===== config.mk =====
export PLATFORM = sky130hd
export DESIGN_NAME = jtframe_osd_keyenc_flat
export DESIGN_NICKNAME = d
export VERILOG_FILES = /design/src/rtl/jtframe_osd_keyenc_pkg.sv /design/src/rtl/jtframe_osd_keyenc_if.sv /design/src/rtl/jtframe_osd_keyenc_repeat.sv /design/src/rtl/jtframe_osd_keyenc.sv /design/src/flat_wrapper.sv
export SDC_FILE = /design/constraint.sdc
export NUM_CORES = 1
export LEC_CHECK = 0
export ABC_CLOCK_PERIOD_IN_PS = 4000
export CORE_MARGIN = 4
export CORE_UTILIZATION = 50
export DETAILED_ROUTE_END_ITERATION = 8
export PLACE_DENSITY = 0.73
export SKIP_CTS_REPAIR_TIMING = 1
export SLEW_MARGIN = 0
export SYNTH_ARGS = -nofsm -noshare
export SYNTH_HDL_FRONTEND = slang
export SYNTH_SLANG_ARGS = --single-unit

===== constraint.sdc =====
create_clock -name clk -period 4 [get_ports clk]
set_clock_uncertainty 0.2 [all_clocks]
set_input_delay 0.4 -clock clk [delete_from_list [all_inputs] [get_ports clk]]
set_output_delay 0.4 -clock clk [all_outputs]
set_load 0.05 [all_outputs]

===== src/rtl/jtframe_osd_keyenc_pkg.sv =====
`default_nettype none
// ============================================================================
// Module  : jtframe_osd_keyenc_pkg
// Brief   : Shared key/command codes, output bytes, FSM states and the
//           joystick direction priority encoder for the OSD key encoder.
// Revision: 1.0 - initial release
// ============================================================================
package jtframe_osd_keyenc_pkg;

  // Key codes are active-low one-cold patterns in the low five bits
  localparam logic [4:0] C_KEY_R    = 5'd23;
  localparam logic [4:0] C_KEY_L    = 5'd27;
  localparam logic [4:0] C_KEY_D    = 5'd29;
  localparam logic [4:0] C_KEY_U    = 5'd30;
  localparam logic [4:0] C_KEY_RET  = 5'd15;
  localparam logic [4:0] C_KEY_NONE = 5'd31;

  localparam logic [2:0] C_CMD_NOP  = 3'b111;
  localparam logic [2:0] C_CMD_OSD  = 3'b011;

  localparam logic [7:0] C_BYTE_BOOT = 8'hff;
  localparam logic [7:0] C_BYTE_GATE = 8'h3f;

  typedef enum logic [1:0] {
    ST_BOOT = 2'd0,
    ST_GATE = 2'd1,
    ST_RUN  = 2'd2
  } state_e;

  // Bits are R,L,D,U,fire; the lowest set bit wins
  function automatic logic [4:0] key_code(input logic [4:0] dirs);
    if (dirs[0])      return C_KEY_R;
    else if (dirs[1]) return C_KEY_L;
    else if (dirs[2]) return C_KEY_D;
    else if (dirs[3]) return C_KEY_U;
    else if (dirs[4]) return C_KEY_RET;
    else              return C_KEY_NONE;
  endfunction

endpackage
`default_nettype wire


===== src/rtl/jtframe_osd_keyenc_if.sv =====
`default_nettype none
// ============================================================================
// Module  : jtframe_osd_keyenc_if
// Brief   : Joystick/download inputs and OSD byte outputs of the key encoder.
// Revision: 1.0 - initial release
// ============================================================================
interface jtframe_osd_keyenc_if #(
  parameter int NJOY = 2,
  parameter int JW   = 12
);
  logic [NJOY*JW-1:0] joy;
  logic               dwn_done;
  logic [7:0]         osd_byte;
  logic               osd_fire;
  logic               key_evt;

  modport master (output joy, dwn_done, input osd_byte, osd_fire, key_evt);
  modport slave  (input joy, dwn_done, output osd_byte, osd_fire, key_evt);
endinterface
`default_nettype wire


===== src/rtl/jtframe_osd_keyenc_repeat.sv =====
`default_nettype none
// ============================================================================
// Module  : jtframe_osd_keyenc_repeat
// Brief   : Direction priority encoder with per-key autorepeat timing.
//           key_nxt is the next value of the key field, emit marks an
//           emission (first press or repeat) on this clk.
// Revision: 1.0 - initial release
// ============================================================================
module jtframe_osd_keyenc_repeat
  import jtframe_osd_keyenc_pkg::*;
#(
  parameter int REP_DELAY = 30,
  parameter int REP_RATE  = 8
) (
  input  logic       clk,
  input  logic       rst_n,
  input  logic       run,
  input  logic       cen,
  input  logic [4:0] dirs,
  output logic [4:0] key_nxt,
  output logic       emit
);
  localparam int TMAX = (REP_DELAY > REP_RATE) ? REP_DELAY : REP_RATE;
  localparam int TW   = $clog2(TMAX + 1) + 1;
  localparam logic [TW-1:0] C_DELAY = TW'(REP_DELAY);
  localparam logic [TW-1:0] C_RATE  = TW'(REP_RATE);

  logic [4:0]    win_q, win_d, key_q, key_d, w_win;
  logic [TW-1:0] tick_q, tick_d, w_tick_inc;
  logic          rep_q, rep_d;

  // Winner tracking: new winner emits at once, then delay, then fixed rate.
  // The tick counter reloads on every emission so it never exceeds its target.
  always_comb begin
    w_win      = key_code(dirs);
    w_tick_inc = tick_q + 1'b1;
    win_d      = win_q;
    key_d      = key_q;
    tick_d     = tick_q;
    rep_d      = rep_q;
    emit       = 1'b0;
    if (!run) begin
      win_d  = C_KEY_NONE;
      key_d  = C_KEY_NONE;
      tick_d = '0;
      rep_d  = 1'b0;
    end else if (cen) begin
      if (w_win == C_KEY_NONE) begin
        win_d  = C_KEY_NONE;
        key_d  = C_KEY_NONE;
        tick_d = '0;
        rep_d  = 1'b0;
      end else if (w_win != win_q) begin
        win_d  = w_win;
        key_d  = w_win;
        tick_d = '0;
        rep_d  = 1'b0;
        emit   = 1'b1;
      end else if (w_tick_inc >= (rep_q ? C_RATE : C_DELAY)) begin
        key_d  = w_win;
        tick_d = '0;
        rep_d  = 1'b1;
        emit   = 1'b1;
      end else begin
        key_d  = C_KEY_NONE;
        tick_d = w_tick_inc;
      end
    end
  end

  // Timer and key state registers
  always_ff @(posedge clk or negedge rst_n) begin
    if (!rst_n) begin
      win_q  <= C_KEY_NONE;
      key_q  <= C_KEY_NONE;
      tick_q <= '0;
      rep_q  <= 1'b0;
    end else begin
      win_q  <= win_d;
      key_q  <= key_d;
      tick_q <= tick_d;
      rep_q  <= rep_d;
    end
  end

  assign key_nxt = key_d;

endmodule
`default_nettype wire


===== src/rtl/jtframe_osd_keyenc.sv =====
`default_nettype none
// ============================================================================
// Module  : jtframe_osd_keyenc
// Brief   : Joystick to OSD command byte encoder: boot hold-off, download
//           gate, timed OSD hotkey with release re-arm, key autorepeat.
// Revision: 1.0 - initial release
// ============================================================================
module jtframe_osd_keyenc
  import jtframe_osd_keyenc_pkg::*;
#(
  parameter int              NJOY       = 2,
  parameter int              JW         = 12,
  parameter int              BOOT_CNT   = 65535,
  parameter logic [JW-1:0]   OSD_MASK   = 'h440,
  parameter int              HOLD_LINES = 4,
  parameter int              CMD_LINES  = 8,
  parameter int              REP_DELAY  = 30,
  parameter int              REP_RATE   = 8
) (
  input  logic                  clk,
  input  logic                  rst_n,
  input  logic                  cen,
  jtframe_osd_keyenc_if.slave   bus
);
  localparam int BW = (BOOT_CNT > 0) ? $clog2(BOOT_CNT + 1) : 1;
  localparam int HW = $clog2(HOLD_LINES + 2);
  localparam int CW = (CMD_LINES > 0) ? $clog2(CMD_LINES + 1) : 1;
  localparam logic [BW-1:0] C_BOOT = BW'(BOOT_CNT);
  localparam logic [HW-1:0] C_HOLD = HW'(HOLD_LINES);
  localparam logic [HW-1:0] C_HMAX = HW'(HOLD_LINES + 1);
  localparam logic [CW-1:0] C_CMD  = CW'(CMD_LINES);

  state_e        state_q, state_d;
  logic [BW-1:0] boot_q, boot_d;
  logic [HW-1:0] hold_q, hold_d;
  logic [CW-1:0] cmd_q, cmd_d;
  logic          armed_q, armed_d;
  logic [7:0]    osd_byte_q, osd_byte_d;
  logic          osd_fire_q, osd_fire_d;
  logic          key_evt_q, key_evt_d;
  logic [JW-1:0] w_mix;
  logic          w_combo, w_run, w_emit;
  logic [4:0]    w_key;

  // All joystick ports are merged into one word
  always_comb begin
    w_mix = '0;
    for (int i = 0; i < NJOY; i++) w_mix = w_mix | bus.joy[i*JW +: JW];
  end

  assign w_run   = (state_q == ST_RUN);
  assign w_combo = (OSD_MASK != '0) && ((w_mix & OSD_MASK) == OSD_MASK);

  jtframe_osd_keyenc_repeat #(
    .REP_DELAY (REP_DELAY),
    .REP_RATE  (REP_RATE)
  ) u_repeat (
    .clk     (clk),
    .rst_n   (rst_n),
    .run     (w_run),
    .cen     (cen),
    .dirs    (w_mix[4:0]),
    .key_nxt (w_key),
    .emit    (w_emit)
  );

  // BOOT/GATE/RUN sequencing; the boot counter runs on clk, not on cen
  always_comb begin
    state_d = state_q;
    boot_d  = boot_q;
    case (state_q)
      ST_BOOT: begin
        boot_d = (boot_q == '0) ? '0 : boot_q - 1'b1;
        if (boot_d == '0) state_d = ST_GATE;
      end
      ST_GATE: if (bus.dwn_done) state_d = ST_RUN;
      ST_RUN:  state_d = ST_RUN;
      default: state_d = ST_BOOT;
    endcase
  end

  // Hotkey: count held ticks, fire once at HOLD_LINES, re-arm on release
  always_comb begin
    hold_d     = hold_q;
    cmd_d      = cmd_q;
    armed_d    = armed_q;
    osd_fire_d = 1'b0;
    if (!w_run) begin
      hold_d  = '0;
      cmd_d   = '0;
      armed_d = 1'b1;
    end else if (cen) begin
      if (cmd_q != '0) cmd_d = cmd_q - 1'b1;
      if (w_combo) begin
        if (hold_q != C_HMAX) hold_d = hold_q + 1'b1;
        if (armed_q && (hold_q == C_HOLD)) begin
          cmd_d      = C_CMD;
          armed_d    = 1'b0;
          osd_fire_d = 1'b1;
        end
      end else begin
        hold_d  = '0;
        armed_d = 1'b1;
      end
    end
  end

  // Output byte follows the next state so it is valid the clk it changes
  always_comb begin
    key_evt_d = w_emit;
    case (state_d)
      ST_BOOT: osd_byte_d = C_BYTE_BOOT;
      ST_GATE: osd_byte_d = C_BYTE_GATE;
      default: osd_byte_d = {(cmd_d != '0) ? C_CMD_OSD : C_CMD_NOP, w_key};
    endcase
  end

  // State, counters and output registers
  always_ff @(posedge clk or negedge rst_n) begin
    if (!rst_n) begin
      state_q    <= ST_BOOT;
      boot_q     <= C_BOOT;
      hold_q     <= '0;
      cmd_q      <= '0;
      armed_q    <= 1'b1;
      osd_byte_q <= C_BYTE_BOOT;
      osd_fire_q <= 1'b0;
      key_evt_q  <= 1'b0;
    end else begin
      state_q    <= state_d;
      boot_q     <= boot_d;
      hold_q     <= hold_d;
      cmd_q      <= cmd_d;
      armed_q    <= armed_d;
      osd_byte_q <= osd_byte_d;
      osd_fire_q <= osd_fire_d;
      key_evt_q  <= key_evt_d;
    end
  end

  assign bus.osd_byte = osd_byte_q;
  assign bus.osd_fire = osd_fire_q;
  assign bus.key_evt  = key_evt_q;

endmodule
`default_nettype wire

===== src/flat_wrapper.sv =====
// flat-port wrapper written by rule: the top's interface ports become plain ports
module jtframe_osd_keyenc_flat import jtframe_osd_keyenc_pkg::*;
#(
  parameter int              NJOY       = 2,
  parameter int              JW         = 12,
  parameter int              BOOT_CNT   = 65535,
  parameter logic [JW-1:0]   OSD_MASK   = 'h440,
  parameter int              HOLD_LINES = 4,
  parameter int              CMD_LINES  = 8,
  parameter int              REP_DELAY  = 30,
  parameter int              REP_RATE   = 8
)
  (clk, rst_n, cen, bus_joy, bus_dwn_done, bus_osd_byte, bus_osd_fire, bus_key_evt);
  jtframe_osd_keyenc_if #(.NJOY(NJOY), .JW(JW)) bus_i ();
  input  logic clk;
  input  logic rst_n;
  input  logic cen;
  input wire logic [$bits(bus_i.joy)-1:0] bus_joy;
  input wire logic [$bits(bus_i.dwn_done)-1:0] bus_dwn_done;
  output wire logic [$bits(bus_i.osd_byte)-1:0] bus_osd_byte;
  output wire logic [$bits(bus_i.osd_fire)-1:0] bus_osd_fire;
  output wire logic [$bits(bus_i.key_evt)-1:0] bus_key_evt;
  assign bus_i.joy = bus_joy;
  assign bus_i.dwn_done = bus_dwn_done;
  assign bus_osd_byte = bus_i.osd_byte;
  assign bus_osd_fire = bus_i.osd_fire;
  assign bus_key_evt = bus_i.key_evt;
  jtframe_osd_keyenc #(.NJOY(NJOY), .JW(JW), .BOOT_CNT(BOOT_CNT), .OSD_MASK(OSD_MASK), .HOLD_LINES(HOLD_LINES), .CMD_LINES(CMD_LINES), .REP_DELAY(REP_DELAY), .REP_RATE(REP_RATE)) u_core (.clk(clk), .rst_n(rst_n), .cen(cen), .bus(bus_i));
endmodule

==> summary.md <==
| Metric | Value |
|---|---|
| Combinational cell fraction of total power | `24.9%` |
| Core footprint | `between 5000 and 6000 um2` |
| Net switching component of the power | `~430 uW` |
| Final-report hold violation count | `14` |
| Switching share of power | `30.6%` |
| Post-route antenna net violation count | `0` |
| Routed wire length | `6270 um` |
| Instance count of the mapped netlist | `between 300 and 400` |
| Floorplan die height | `84.8 um` |
| Detailed-routing iteration count for the pre-antenna-repair pass | `4` |
| Die area | `7190 um2` |
| Share of cells above drive strength 1 | `between 10% and 20%` |
| Worst hold-check slack | `-0.0166 ns` |
| Setup total negative slack | `0 ns` |
| Std cell rows | `27` |
| Power per cell area | `between 400 and 500 nW/um2` |
| Library cells used by synthesis | `53` |
| Largest net degree at the start of global routing | `38` |
| Net count after synthesis | `364` |
| Initial detailed-routing violation count | `approximately 130` |
| Leading register cell type out of synthesis | `dfstp_2` |
| Unrepaired setup endpoints after global routing | `false` |
| Sequential element share of the synthesized area | `45.5%` |
| Vias after detailed routing | `2479` |
| Estimated wirelength of the detail-placed design | `about 4600 um` |
| GR met1 Demand/Resource | `about a quarter` |
| Clk Latency, worst-skew pair | `about 0.3 ns` |
| Leftover overflow at the end of global routing | `0` |
| Number of warning messages in the yosys log | `0` |
| GRT Util Overall | `17.9%` |
| Maximum level of the CTS H-tree | `2` |
| # fillers | `about 490` |
| Number of nets in the finished design | `390` |
| Sort of element at the start of the critical path | `input port` |
| Final standard cell count with taps included and fillers excluded | `roughly 430` |
| Global routing met2 resource utilization | `roughly 29%` |
| Share of synthesized registers carrying an async set or reset | `100%` |
| Static Leakage | `roughly 0.0014 uW` |
| Signed area change from the synthesized netlist to the final layout | `15.4%` |
| Min Clock Period, post-route | `2.85 ns` |
| TritonCTS Buffers | `5` |
| Multi-input gate area in the final layout | `between 1500 and 2000 um2` |
| Slowest cell on the critical path | `or4_1` |
| Violated checks | `negative hold slack` |
| VDD IR-drop max | `between 0.0002 and 0.0003 V` |
| Max-capacitance violation count | `0` |
| Critical path type | `in2reg` |
| Die W | `between 80 and 90 um` |
| Average size of a mapped cell | `around 9 um2` |
| Relative contribution of sequential cells to total power | `47.0%` |
| Number of enable flip-flop cells after synthesis | `0` |
| Clock Power Share | `~28%` |
| Cell Int Power | `between 900 and 1000 uW` |
| Max incr delay on CP | `~0.67 ns` |
| Port Buf Inserts | `26` |
| Cell type group with the largest total delay on the critical path | `simple AND/OR/NAND/NOR gates` |
| Routed vias/inst | `5.82` |
| Required time of the worst setup path | `4.04 ns` |
| Final period util | `roughly 70%` |
| Outcome | `complete, but fails checks` |
| Starting utilization of the core area | `between 50% and 60%` |
| Worst-Margin Slew | `approximately 0.80 ns` |
| Slack of the critical path | `between 1 and 1.5 ns` |
| Number of top-level pins | `38` |
| Wirelength per Cell | `14.7 um` |
| Setup Slack @ Placement | `approximately 0.86 ns` |
| Global routing met3 resource utilization | `under 10%` |
| Reg clk slew, reported paths | `approximately 0.1 ns` |
| Final Max Slew Viols | `0` |
| Type of the tightest min-delay check | `in2async` |
| # placed instances | `between 400 and 500` |
| List of cells traversed by the critical path | `clkdlybuf4s50_1, or4_4, nor4_2, o22ai_1, or4_1, o31ai_1, a21o_1` |
| First-pass GRT wire length | `~11000 um` |
| Max Buffers Root-to-Sink | `2` |
| Max transition margin | `a little under half` |
| Buf+Inv Stages, Crit Path | `1` |
| Synthesized flop and latch total | `52` |
| Master cell of the clock root buffer | `clkbuf_8` |
| Summed instance area of the synthesized netlist | `a little under 3000 um2` |
| Worst Path Max Fanout | `6` |
| Vias in the first global route | `about 2300` |
| Antenna violations before repair | `0` |
| Antenna diode count | `0` |
| Sinks on the clock net | `52` |
| Number of setup violations in the final report | `0` |
| Type of destination of the critical path | `register` |
| Global route hottest layer | `met2` |
| Final weighted congestion in routability-driven placement | `between 0.8 and 0.9` |
| Highest clock frequency the design can meet | `351 MHz` |
| Data arrival at the endpoint of the critical path | `about 2.9 ns` |
| CTS tree | `built` |
| Number of design rule violations left after detail routing | `0` |
| Reg area | `1340 um2` |
[through the flow]
stage / area, um2 / power [uW] / util (%)
global placement: 3280 / 997 / 58.5
CTS: 3410 / 1410 / 60.7
floorplan: 2950 / 907 / -
detailed placement: 3280 / 1020 / 58.5
global route: 3410 / 1490 / 60.7
finish: 3410 / 1400 / 60.7
[logic make-up after synthesis]
group	Yosys count	share of synthesized area [%]
other cells	1	0.127
compound gates	84	18.1
fa+ha+maj	9	3.82
mux	3	1.10
simple gates	148	26.0
xor+xnor	8	2.37
buf+inv	22	2.97
flops	52	45.5
[worst register-to-register path, cell delays in order, from the launching register on]
cell and delay, ns:
dfstp_2 0.42, inv_1 0.08, ha_1 0.22, or3b_2 0.52, or4_1 0.67, o31ai_1 0.12
o22ai_1 0.11, a21oi_1 0.29, or2_1 0.15
[layout make-up]
cell class / instances / area share [%]
inverter: 11 / 1.21
multi-input combinational: 253 / 44.6
timing repair buffer: 30 / 8.38
clock buffer: 7 / 2.83
tap: 72 / 2.65
sequential: 52 / 39.5
clock inverter: 1 / 0.882
[final timing paths]
path | startpoint | end | slack (ns) | depth (start not counted)
max | bus_joy[12] | u_core.u_repeat.tick_q[2]$_DFFE_PN0P_ | 1.15 | 7
min | rst_n | u_core.hold_q[0]$_DFFE_PN0P_ | -0.02 | 1
max reg2reg | u_core.boot_q[0]$_DFFE_PN1N_ | u_core.state_q[0]$_DFF_PN0_ | 1.17 | 8
min reg2reg | u_core.boot_q[7]$_DFFE_PN1N_ | u_core.boot_q[7]$_DFFE_PN1N_ | 0.31 | 2
max in group asynchronous | rst_n | u_core.bus.osd_byte[2]$_DFF_PN1_ | 2.84 | 2
min in group clk | u_core.boot_q[7]$_DFFE_PN1N_ | u_core.boot_q[7]$_DFFE_PN1N_ | 0.31 | 2
[routing by layer]
metal / vias to the layer above / routed length (um)
met4: 0 / 31
met3: 4 / 250
met1: 1173 / 3050
met5: - / 0
met2: 56 / 2940
li1: 1246 / -
[sequential cells by signal, indices dropped and copies added (netlist names)]
signal,flops
u_core.bus.osd_byte,7
u_core.bus.key_evt,1
u_core.u_repeat.key_q,5
u_core.u_repeat.rep_q,1
u_core.bus.osd_fire,1
u_core.state_q,2
u_core.hold_q,3
u_core.armed_q,1
u_core.cmd_q,4
u_core.u_repeat.tick_q,6
u_core.u_repeat.win_q,5
u_core.boot_q,16
[layout by cell type (no fill, tap or decap), types with 2 or more instances in the layout]
master and n:
nand3b_1 2, nor3b_1 3, nor4_1 8, or4_1 7
a22o_1 2, clkbuf_8 7, a21o_1 7, xnor2_1 4
o21ai_0 25, inv_1 11, or2_2 4, clkdlybuf4s50_1 25
a211oi_1 3, nand4_1 5, o31ai_1 8, o22ai_1 4
mux2_2 2, and3_1 4, dfstp_2 34, nor3_1 13
nor2b_1 3, buf_4 4, a21oi_1 13, ha_1 9
nor4_2 2, or3b_2 2, o211ai_1 2, nand4b_1 2
nor2_1 27, nand2_1 47, xor2_1 4, nand3_1 10
dfrtp_1 18, nor4b_1 2, a31oi_1 8, o21bai_1 2
nand2b_1 3
[power by group through the flow]
stage	clock, uW	sequential, uW	combinational (uW)
2_1_floorplan	0	688	218
3_3_place_gp	0	663	334
3_5_place_dp	0	665	353
4_1_cts	403	658	353
5_1_grt	424	668	395
6_report	394	659	350
[cells in the mapped netlist (2+ instances only)]
master	count	area, um2
a211oi_1	3	22.5
a21o_1	7	52.6
a21oi_1	13	65.1
a22o_1	2	17.5
a31oi_1	8	50.1
and3_1	4	25.0
clkbuf_1	9	33.8
dfrtp_1	18	450
dfstp_2	34	893
ha_1	9	113
inv_1	11	41.3
mux2_2	2	22.5
nand2_1	47	176
nand2b_1	3	18.8
nand3_1	10	50.1
nand3b_1	2	15.0
nand4_1	5	31.3
nand4b_1	2	17.5
nor2_1	27	101
nor2b_1	3	18.8
nor3_1	13	65.1
nor3b_1	3	22.5
nor4_1	8	50.1
nor4_2	2	25.0
nor4b_1	2	17.5
o211ai_1	2	15.0
o21ai_0	25	125
o21bai_1	2	15.0
o22ai_1	4	25.0
o31ai_1	8	60.1
or2_2	4	25.0
or3b_2	2	17.5
or4_1	7	52.6
xnor2_1	4	35.0
xor2_1	4	35.0
Power figures use the tool's default switching activity.
